<file path="config.mk">
export PLATFORM = sky130hd
export DESIGN_NAME = itype_exec_arbiter
export DESIGN_NICKNAME = d
export VERILOG_FILES = /design/src/rtl/itype_exec_arbiter_pkg.sv /design/src/rtl/itype_exec_arbiter_rr_arb2.sv /design/src/rtl/itype_exec_arbiter.sv
export SDC_FILE = /design/constraint.sdc
export NUM_CORES = 1
export LEC_CHECK = 0
export ABC_AREA = 1
export BUFFER_PORTS_ARGS = -buffer_cell sky130_fd_sc_hd__buf_2
export CAP_MARGIN = 20
export CORE_AREA = 8 8 140 142
export DETAILED_ROUTE_END_ITERATION = 16
export DIE_AREA = 0 0 148 150
export SLEW_MARGIN = 10
export SYNTH_ARGS = -nofsm -noshare
export SYNTH_HDL_FRONTEND = slang
export SYNTH_SLANG_ARGS = --single-unit
</file>
<file path="constraint.sdc">
create_clock -name clk -period 1.58 [get_ports clk]
set_input_delay 0.316 -clock clk [delete_from_list [all_inputs] [get_ports clk]]
set_output_delay 0.316 -clock clk [all_outputs]
set_load 0.01 [all_outputs]
</file>
<file path="src/rtl/itype_exec_arbiter_pkg.sv">
// Shared constants and types for the dual-issue I-type execute arbiter.
// Datapath bounds, opcode/funct7 constants, slot state and request payload.
package itype_exec_arbiter_pkg;

    localparam int MSB     = 31;
    localparam int LSB     = 0;
    localparam int XLEN    = MSB - LSB + 1;
    localparam int RD_W    = 5;
    localparam int INSTR_W = 32;

    localparam logic [6:0] OPC_ITYPE = 7'b0010011;
    localparam logic [6:0] F7_SRL    = 7'b0000000;
    localparam logic [6:0] F7_SRA    = 7'b0100000;
    localparam logic [2:0] F3_SLLI   = 3'b001;
    localparam logic [2:0] F3_SRXI   = 3'b101;

    typedef enum logic {
        EMPTY = 1'b0,
        FULL  = 1'b1
    } slot_state_t;

    typedef struct packed {
        logic [INSTR_W-1:0] instr;
        logic [XLEN-1:0]    rv1;
        logic [XLEN-1:0]    imm;
        logic [RD_W-1:0]    rd;
    } itype_req_t;

    // Flags anything the I-type unit cannot execute: foreign opcodes and
    // shift-immediates with a funct7 the unit does not decode.
    function automatic logic itype_illegal(input logic [INSTR_W-1:0] instr);
        logic [6:0] f7;
        logic [2:0] f3;
        f7 = instr[31:25];
        f3 = instr[14:12];
        itype_illegal = (instr[6:0] != OPC_ITYPE)
                     || ((f3 == F3_SLLI) && (f7 != F7_SRL))
                     || ((f3 == F3_SRXI) && (f7 != F7_SRL) && (f7 != F7_SRA));
    endfunction

endpackage

</file>
<file path="src/rtl/itype_exec_arbiter_rr_arb2.sv">
// rr_arb2: two-way round-robin grant. Purely combinational; the owner keeps
// the last_grant register and loads it from last_grant_nxt every cycle.
module rr_arb2
    import itype_exec_arbiter_pkg::*;
(
    input  logic [1:0] valid,
    input  logic       last_grant,
    input  logic       advance,
    output logic [1:0] grant,
    output logic       last_grant_nxt
);

    // One-hot grant: a lone requester wins, a tie goes to the port that lost last time.
    always_comb begin
        grant = 2'b00;
        unique case (valid)
            2'b01:   grant = 2'b01;
            2'b10:   grant = 2'b10;
            2'b11:   grant = last_grant ? 2'b01 : 2'b10;
            default: grant = 2'b00;
        endcase
        last_grant_nxt = (advance && (grant != 2'b00)) ? grant[1] : last_grant;
    end

endmodule

</file>
<file path="src/rtl/itype_exec_arbiter.sv">
// itype_exec_arbiter: shares one combinational I-type execute unit between two
// issue ports with round-robin arbitration and a one-deep response slot.
// Optional illegal-instruction flag enabled by defining ITYPE_EXEC_ILLEGAL_CHK_EN.
module itype_exec_arbiter
    import itype_exec_arbiter_pkg::*;
#(
    parameter int MSB  = itype_exec_arbiter_pkg::MSB,
    parameter int LSB  = itype_exec_arbiter_pkg::LSB,
    parameter int RD_W = itype_exec_arbiter_pkg::RD_W
)(
    input  logic                       clk,
    input  logic                       reset,
    input  logic [1:0]                 req_valid,
    output logic [1:0]                 req_ready,
    input  logic [1:0][31:0]           req_instr,
    input  logic [1:0][MSB-LSB:0]      req_rv1,
    input  logic [1:0][MSB-LSB:0]      req_imm,
    input  logic [1:0][RD_W-1:0]       req_rd,
    output logic [31:0]                alu_instr,
    output logic [MSB-LSB:0]           alu_rv1,
    output logic [MSB-LSB:0]           alu_imm,
    input  logic [MSB-LSB:0]           alu_result,
    output logic                       rsp_valid,
    input  logic                       rsp_ready,
    output logic                       rsp_port,
    output logic [RD_W-1:0]            rsp_rd,
    output logic [MSB-LSB:0]           rsp_data
`ifdef ITYPE_EXEC_ILLEGAL_CHK_EN
    ,
    output logic                       rsp_illegal
`endif
);

    slot_state_t           state, state_nxt;
    logic                  last_grant, last_grant_nxt;
    logic [1:0]            grant;
    logic                  slot_free;
    logic                  accept;
    logic                  acc_port;
    itype_req_t            sel;
    logic                  cap_illegal;
    logic [MSB-LSB:0]      cap_data;

    rr_arb2 u_arb (
        .valid          (req_valid),
        .last_grant     (last_grant),
        .advance        (accept),
        .grant          (grant),
        .last_grant_nxt (last_grant_nxt)
    );

    // Slot can take a new result when empty or when the current one drains this cycle.
    always_comb begin
        slot_free = (state == EMPTY) || rsp_ready;
        req_ready = grant & {2{slot_free & ~reset}};
        accept    = |(req_valid & req_ready);
        acc_port  = req_ready[1];
    end

    // Steer the granted port's payload onto the shared unit; idle bus is all zero.
    always_comb begin
        sel = '0;
        if (grant[0]) begin
            sel.instr = req_instr[0];
            sel.rv1   = req_rv1[0];
            sel.imm   = req_imm[0];
            sel.rd    = req_rd[0];
        end else if (grant[1]) begin
            sel.instr = req_instr[1];
            sel.rv1   = req_rv1[1];
            sel.imm   = req_imm[1];
            sel.rd    = req_rd[1];
        end
        alu_instr = sel.instr;
        alu_rv1   = sel.rv1;
        alu_imm   = sel.imm;
    end

    // Result to capture: x0 writes and illegal instructions always deliver zero.
    always_comb begin
`ifdef ITYPE_EXEC_ILLEGAL_CHK_EN
        cap_illegal = itype_illegal(sel.instr);
`else
        cap_illegal = 1'b0;
`endif
        cap_data = ((sel.rd == '0) || cap_illegal) ? '0 : alu_result;
    end

    // Slot next-state: reloading while draining keeps the slot FULL with no bubble.
    always_comb begin
        state_nxt = state;
        unique case (state)
            EMPTY:   if (accept) state_nxt = FULL;
            FULL:    if (rsp_ready && !accept) state_nxt = EMPTY;
            default: state_nxt = EMPTY;
        endcase
    end

    // Slot state and round-robin pointer; pointer starts at 1 so port 0 wins first.
    always_ff @(posedge clk) begin
        if (reset) begin
            state      <= EMPTY;
            last_grant <= 1'b1;
        end else begin
            state      <= state_nxt;
            last_grant <= last_grant_nxt;
        end
    end

    // Response register: loads only on an accept, otherwise holds for writeback.
    always_ff @(posedge clk) begin
        if (reset) begin
            rsp_port <= 1'b0;
            rsp_rd   <= '0;
            rsp_data <= '0;
        end else if (accept) begin
            rsp_port <= acc_port;
            rsp_rd   <= sel.rd;
            rsp_data <= cap_data;
        end
    end

`ifdef ITYPE_EXEC_ILLEGAL_CHK_EN
    // Illegal flag travels with the response it describes.
    always_ff @(posedge clk) begin
        if (reset)       rsp_illegal <= 1'b0;
        else if (accept) rsp_illegal <= cap_illegal;
    end
`endif

    assign rsp_valid = (state == FULL);

endmodule
</file>
Word-level counts from Yosys, hierarchy flattened
Index checks and enable logic that the tools add are counted.

word-level totals
  register bits after elaboration = 40
  bits of input ports = 239
  output and inout bits = 137
  logic and storage cells = 28

operators by class
  equal/unequal tests = 3
  muxes and demuxes = 8
  bitwise gates (word level) = 5
  reduce and logical (&&, ||, !) cells = 7

operators by type and width
  operator              number
  $mux W101             2
  $mux W32              1
  $pmux W2 S3           1
  $logic_not A5 Y1      1
  $and A2 B2 Y2         2
  $eq A2 B2 Y1 const B  2
  $eq A2 B1 Y1 const B  1
  $logic_and A1 B1 Y1   2
  $mux W1               2
  $mux W2               1
  $not A1 Y1            2
  $pmux W1 S2           1
  $reduce_bool A2 Y1    1
  $reduce_or A2 Y1      1
  $and A1 B1 Y1         1
  $logic_not A1 Y1      1
  $logic_or A1 B1 Y1    1

Longest topological paths before layout
Gate-level depths: netlist of the first run.

  word-level depth = 10
  depth in mapped cells = 9
  gate-level depth less buffers = 8

Cells and area by module
A second synthesis of the first run with hierarchy kept.

unflattened totals
  cell total of the unflattened synthesis = 459
  area, all modules = 3671.0 µm²

modules (own cells, without submodules)
  module              times used  cells each  area each (µm²)  seq. area each (µm²)
  itype_exec_arbiter  1           452         3636.0           800.8
  rr_arb2             1           7           35.0             0.0

Worst setup path after synthesis of the first run
OpenSTA, ideal clock, no wires.

  path kind = reg2out
  start = register last_grant
  end = output port alu_instr[0]
  arrival = 1256 ps
  required time = 1264 ps
  path slack = 8 ps
  stages on the path, launching flop included = 9
  buffers on the path = 3
  cell sequence = dfxtp_1 inv_1 nand2_2 nand2_2 inv_2 buf_2 buf_2 a32o_1 buf_4

RTL lines
  item                      RTL line                   text
  start: declaration        itype_exec_arbiter.sv:35   logic last_grant, last_grant_nxt;
  start signal: assignment  itype_exec_arbiter.sv:106  last_grant <= last_grant_nxt;
  end: declaration          itype_exec_arbiter.sv:19   output logic [31:0] alu_instr,

Final worst setup path of the first run
  start = register last_grant
  end = output port alu_instr[2]

between the ends
  longest elaborated chain between the ends = 4

RTL lines
  item           RTL line                          text
  $mux W2 *      itype_exec_arbiter_rr_arb2.sv:19  2'b11: grant = last_grant ? 2'b01 : 2'b10;
  $pmux W2 S3 *  itype_exec_arbiter_rr_arb2.sv:16  unique case (valid)
  $mux W101      itype_exec_arbiter.sv:68          end else if (grant[1]) begin
  $mux W101 *    itype_exec_arbiter.sv:63          if (grant[0]) begin

Mark *: on every way between the ends. The rest lies on a longest branch, timed or not.

==> results of run 1 <==
worst paths after layout:
kind              start      endpoint  slack, ns
min               reset     rsp_valid       0.23
max reg2reg  last_grant  rsp_data[13]      -0.09
min reg2reg    rsp_port      rsp_port       0.51
max          last_grant  alu_instr[2]      -0.25
kinds of logic after synthesis:
group | after synthesis
buf+inv | 150
simple gates | 57
flops | 40
compound gates | 175
layout make-up:
class / count / area [um^2]
diodes: 1 / 2.50
inverters: 7 / 38.8
clock buffers: 6 / 139
repair buffers: 410 / 2390
clock inverters: 2 / 10.0
fillers: 1896 / 12200
well taps: 229 / 287
flip-flops and latches: 40 / 802
multi-input cells: 232 / 1690
synthesized netlist by cell type, drive strengths merged:
| cell type | n | area [um^2] |
|---|---|---|
| buf | 119 | 865 |
| a32o | 96 | 961 |
| nand2 | 43 | 169 |
| dfxtp | 40 | 801 |
| o21ai | 39 | 195 |
| a21oi | 34 | 174 |
| clkbuf | 24 | 90.1 |
| nand3 | 10 | 72.6 |
| inv | 7 | 26.3 |
| a31oi | 5 | 31.3 |
| nor2 | 4 | 20.0 |
| o211ai | 1 | 7.51 |
state kept, by name (all words and copies together), names as in the netlist:
register,count
rsp_rd,5
last_grant,1
rsp_data,32
rsp_valid,1
rsp_port,1
through the flow:
stage,power (uW),cells
finish,3780,927
global route,4020,927
CTS,3770,922
detailed placement,2670,908
global placement,2660,908
floorplan,2170,422
routing by layer:
| layer | share of wire [%] | GRT usage, % | wire, um | up-vias |
|---|---|---|---|---|
| li1 | - | - | - | 2062 |
| met1 | 39 | 15.4 | 6710 | 1982 |
| met2 | 51 | 24.1 | 8810 | 209 |
| met3 | 8.5 | 5.23 | 1470 | 22 |
| met4 | 1.1 | 2.70 | 187 | 10 |
| met5 | 0.38 | 0 | 65 | - |
timing repair:
action | in CTS | in global routing
resized for setup | 12 | 21
endpoints found under the setup margin | 98 | 131
setup buffers | 3 | 1
gates cloned | 3 | 3
power by group:
part	total (uW)	internal (uW)	leakage (uW)	switching, uW
Combinational	1630	807	0.00240	823
Clock	1010	622	0.0000766	388
Sequential	1140	1100	0.000330	40.0
==> impl_metrics.tcl, run 1 <==
set metrics [dict create \
    reg2reg_depth 11 \
    powerDensity_nw_per_um2 706 \
    crit_cells 5 \
    firstDrtPassIters 4 \
    netlist_instances 422 \
    clkSinkCount 40 \
    ant_nets 0 \
    cts_hold_buf 0 \
    worst_slack_ns -0.247 \
    slew_headroom_pct 74.5 \
    synth_xor_area_share_pct 0 \
    synth_seq_cells 40 \
    die-height_um 150 \
    die_w_um 148 \
    drive_gt1_share_pct 63.1 \
    drc 0 \
    crit_slowest_cell "dfxtp_2" \
    design_area_um2 5350 \
    tightest_slew_ns 0.383 \
    setup_violations 130 \
    grt_start_max_net_pins 51 \
    cts_buffers 5 \
    ctsRootBufferMaster "clkbuf_16" \
    rsz0062_at_grt "yes" \
    grt_pass1_wl_mm 24.3 \
    critPathBufInv 3 \
    crit_family "buffers and inverters" \
    ys_warn_count 0 \
    area_delta_synth_final_pct 56.8 \
    leakagePower_uw 0.00281 \
    worstSetupPathType "reg2out" \
    cts-htree-levels 2 \
    synth_fa_ha_area_share_pct 0 \
    yosys.area_share.simple_pct 7.66 \
    synth_top_family_by_area "compound AO/OA/AOI/OAI gates" \
    drt_iter0_drc 271 \
    max_freq_mhz 547 \
    cp-end-kind "output pin" \
    synth_area_um2 3410 \
    insertion_delay_ns 0.28 \
    ir_worst_vdd_v 0.000454 \
    final_max_slew_viol_count 0 \
    vias 4285 \
    ios 376 \
    critical_path.max_fanout 22 \
    first_global_vias 4341 \
    fin_crit_sh_pct 116 \
    synth_compound_area_share_pct 40.1 \
    max_stage_delay_ns 0.33 \
    min_delay_path_depth 2 \
    vias_per_cell 4.62 \
    antenna_found_initial 6 \
    cp-start-kind "flop" \
    finalClockSkew_ns 0.00669 \
    syn_nets 661 \
    finalHoldViolations 0 \
    nets 935 \
    start_util_pct 19.5 \
    cts_tree "done" \
    hpwl_mm 13.1 \
    fin_util_pct 30.5 \
    maxCapViolations 0 \
    final_common_cell "buf_2" \
    avgSynthCellArea_um2 8.09 \
    holdWs_ns 0.229 \
    globalRouteOverflowTotal 0 \
    synthMuxAreaShare_pct 0 \
    seq_area_frac_synth_pct 23.5 \
    rows 49 \
    clk_path_buf_depth 2 \
    io_buffer_count 375 \
    layout_common_cells "buf_2 (371), a32o_1 (94), nand2_1 (39), dfxtp_1 (39), a21oi_1 (33)" \
    ys_types 22 \
    crit_arrival_ns 1.51 \
    cp.required_ns 1.26 \
    gp_congestion 0.761 \
    wl_per_cell_um 18.6 \
    clk_pin_slew_ns 0.06 \
    status "finished, violations left" \
    hp-class "in2reg" \
    period_minus_slack_ns 1.83 \
    pre_cts_slack_ns -0.0205 \
    dpl_cell_area_um2 4920 \
    crit_chain "buf_4 > nand2_8 > buf_12 > a32o_1 > buf_2" \
    core_region_area_um2 17500 \
    die-area_um2 22200 \
    violations "setup timing" \
    groute.usage.overall_pct 13.7 \
    wirelength_mm 17.2 \
    tns_ns -22.44 \
]
(Power assumes the default switching activity.)
==> run 2, diff against run 1 <==
--- a/config.mk
+++ b/config.mk
@@ -11,6 +11,7 @@
 export CORE_AREA = 8 8 140 142
 export DETAILED_ROUTE_END_ITERATION = 16
 export DIE_AREA = 0 0 148 150
+export SKIP_CTS_REPAIR_TIMING = 1
 export SLEW_MARGIN = 10
 export SYNTH_ARGS = -nofsm -noshare
 export SYNTH_HDL_FRONTEND = slang
==> run 2 against run 1 <==
Against the previous run: the flow still finishes with violations (setup timing); critical path depth is 1 higher; setup slack better by 0.023 ns; sequential share of layout area fell by 0.62 points; largest power group unchanged; clock power about the same; worst hold slack lost 0.0028 ns; critical path type unchanged; maximum frequency is 1.3% higher; highest routed layer unchanged; sequential cell count unchanged; total power is 3.3% higher.
==> impl_metrics.tcl, run 2 (synthesized netlist as in run 1, its figures left out) <==
set metrics [dict create \
    status "finished, violations left" \
    violations "setup timing" \
    maxCapViolations 0 \
    nets 945 \
    largest-register "rsp_data" \
    io_buffer_count 375 \
    cp.required_ns 1.26 \
    worst_slack_ns -0.224 \
    firstDrtPassIters 5 \
    crit_chain "buf_6 > nand2_8 > buf_12 > buf_16 > a32o_2 > buf_6" \
    leakagePower_uw 0.00295 \
    ctsRootBufferMaster "clkbuf_16" \
    cp-start-kind "flop" \
    design_area_um2 5580 \
    die_w_um 148 \
    dpl_cell_area_um2 4920 \
    period_minus_slack_ns 1.80 \
    grt_start_max_net_pins 53 \
    core_region_area_um2 17500 \
    cp-end-kind "output pin" \
    area_delta_synth_final_pct 63.6 \
    top_regs "rsp_data: 32 flops, rsp_rd: 5 flops" \
    ir_worst_vdd_v 0.000448 \
    vias 4420 \
    globalRouteOverflowTotal 0 \
    hpwl_mm 13.1 \
    final_common_cell "buf_2" \
    first_global_vias 4233 \
    dpl.cell_count 908 \
    max_stage_delay_ns 0.34 \
    drc 0 \
    powerDensity_nw_per_um2 699 \
    vias_per_cell 4.72 \
    insertion_delay_ns 0.28 \
    rows 49 \
    slew_headroom_pct 75.3 \
    cts_tree "done" \
    tightest_slew_ns 0.370 \
    clkSinkCount 40 \
    largest_register_ffs 32 \
    wl_per_cell_um 19.8 \
    ios 376 \
    finalHoldViolations 0 \
    worstSetupPathType "reg2out" \
    wirelength_mm 18.6 \
    final_max_slew_viol_count 0 \
    clk_path_buf_depth 2 \
    max_freq_mhz 554 \
    fin_cells 937 \
    layout_common_cells "buf_2 (363), a32o_1 (86), nand2_1 (39), dfxtp_1 (39), o21ai_0 (35)" \
    cts-htree-levels 2 \
    tns_ns -20.09 \
    crit_slowest_cell "dfxtp_2" \
    ant_nets 0 \
    drive_gt1_share_pct 64.5 \
    hp-class "in2reg" \
    start_util_pct 19.5 \
    finalClockSkew_ns 0.00679 \
    power_uw 3900 \
    antenna_found_initial 6 \
    setup_violations 120 \
    gp_congestion 0.761 \
    rsz0062_at_grt "yes" \
    grt_pass1_wl_mm 23.5 \
    cpMostUsedCell "buf_6" \
    clk_pin_slew_ns 0.06 \
    fin_crit_sh_pct 114 \
    die-area_um2 22200 \
    groute.usage.overall_pct 13.1 \
    cts_buffers 5 \
    drt_iter0_drc 281 \
    die-height_um 150 \
    critical_path.max_fanout 9 \
    crit_arrival_ns 1.49 \
]
==> run 2: cell count changes in the layout (fill, tap and decap cells not counted), moves of 2 or more <==
cell and change:
buf_6 +12, a32o_1 -8, a32o_2 +8, buf_2 -8
clkbuf_16 +8, buf_16 -4, o21ai_0 +4, o21ai_2 -4
buf_12 +3, a21oi_1 -2, a21oi_2 +2
==> run 2: layer usage <==
metal | vias up | wire length, um | track usage, %
li1 | 2078 | - | -
met1 | 2076 | 7190 | 15.1
met2 | 234 | 9510 | 22.5
met3 | 22 | 1630 | 5.20
met4 | 10 | 158 | 2.29
met5 | - | 68 | 0
==> run 2: power breakdown <==
| part | internal (uW) | switching (uW) | leakage [uW] |
|---|---|---|---|
| clock | 622 | 389 | 0.0000766 |
| sequential | 1100 | 38.7 | 0.000330 |
| combinational | 890 | 866 | 0.00254 |
| total | 2610 | 1290 | 0.00295 |
==> run 2: area by class of cell <==
class / count / area [um^2]
Clock buffer: 6 / 139
Multi-Input combinational cell: 232 / 1680
Sequential cell: 40 / 802
Tap cell: 229 / 287
Timing Repair Buffer: 420 / 2620
Inverter: 7 / 33.8
Fill cell: 1877 / 12000
Antenna cell: 1 / 2.50
Clock inverter: 2 / 10.0
==> run 2: worst paths after layout <==
kind	cells past startpoint	end	slack, ns	from
max	6	alu_rv1[13]	-0.22	last_grant
min	2	rsp_valid	0.23	reset
min reg2reg	2	rsp_port	0.51	rsp_port
max reg2reg	11	rsp_data[13]	-0.03	last_grant
==> run 2: per-stage QoR <==
stage	util [%]	worst slack (ns)	hold slack, ns
detailed placement	28.1	-0.0205	0.496
floorplan	-	0.00753	0.385
global route	31.8	-0.283	0.222
global placement	28.1	-0.00847	0.473
finish	31.8	-0.224	0.227
CTS	28.9	-0.273	0.217
==> run 2: worst max-delay path, delay by kind of cell (launching register included) <==
| family | cells | cell delay (ns) |
|---|---|---|
| flops | 1 | 0.34 |
| buf+inv | 4 | 0.52 |
| simple gates | 1 | 0.06 |
| compound gates | 1 | 0.29 |
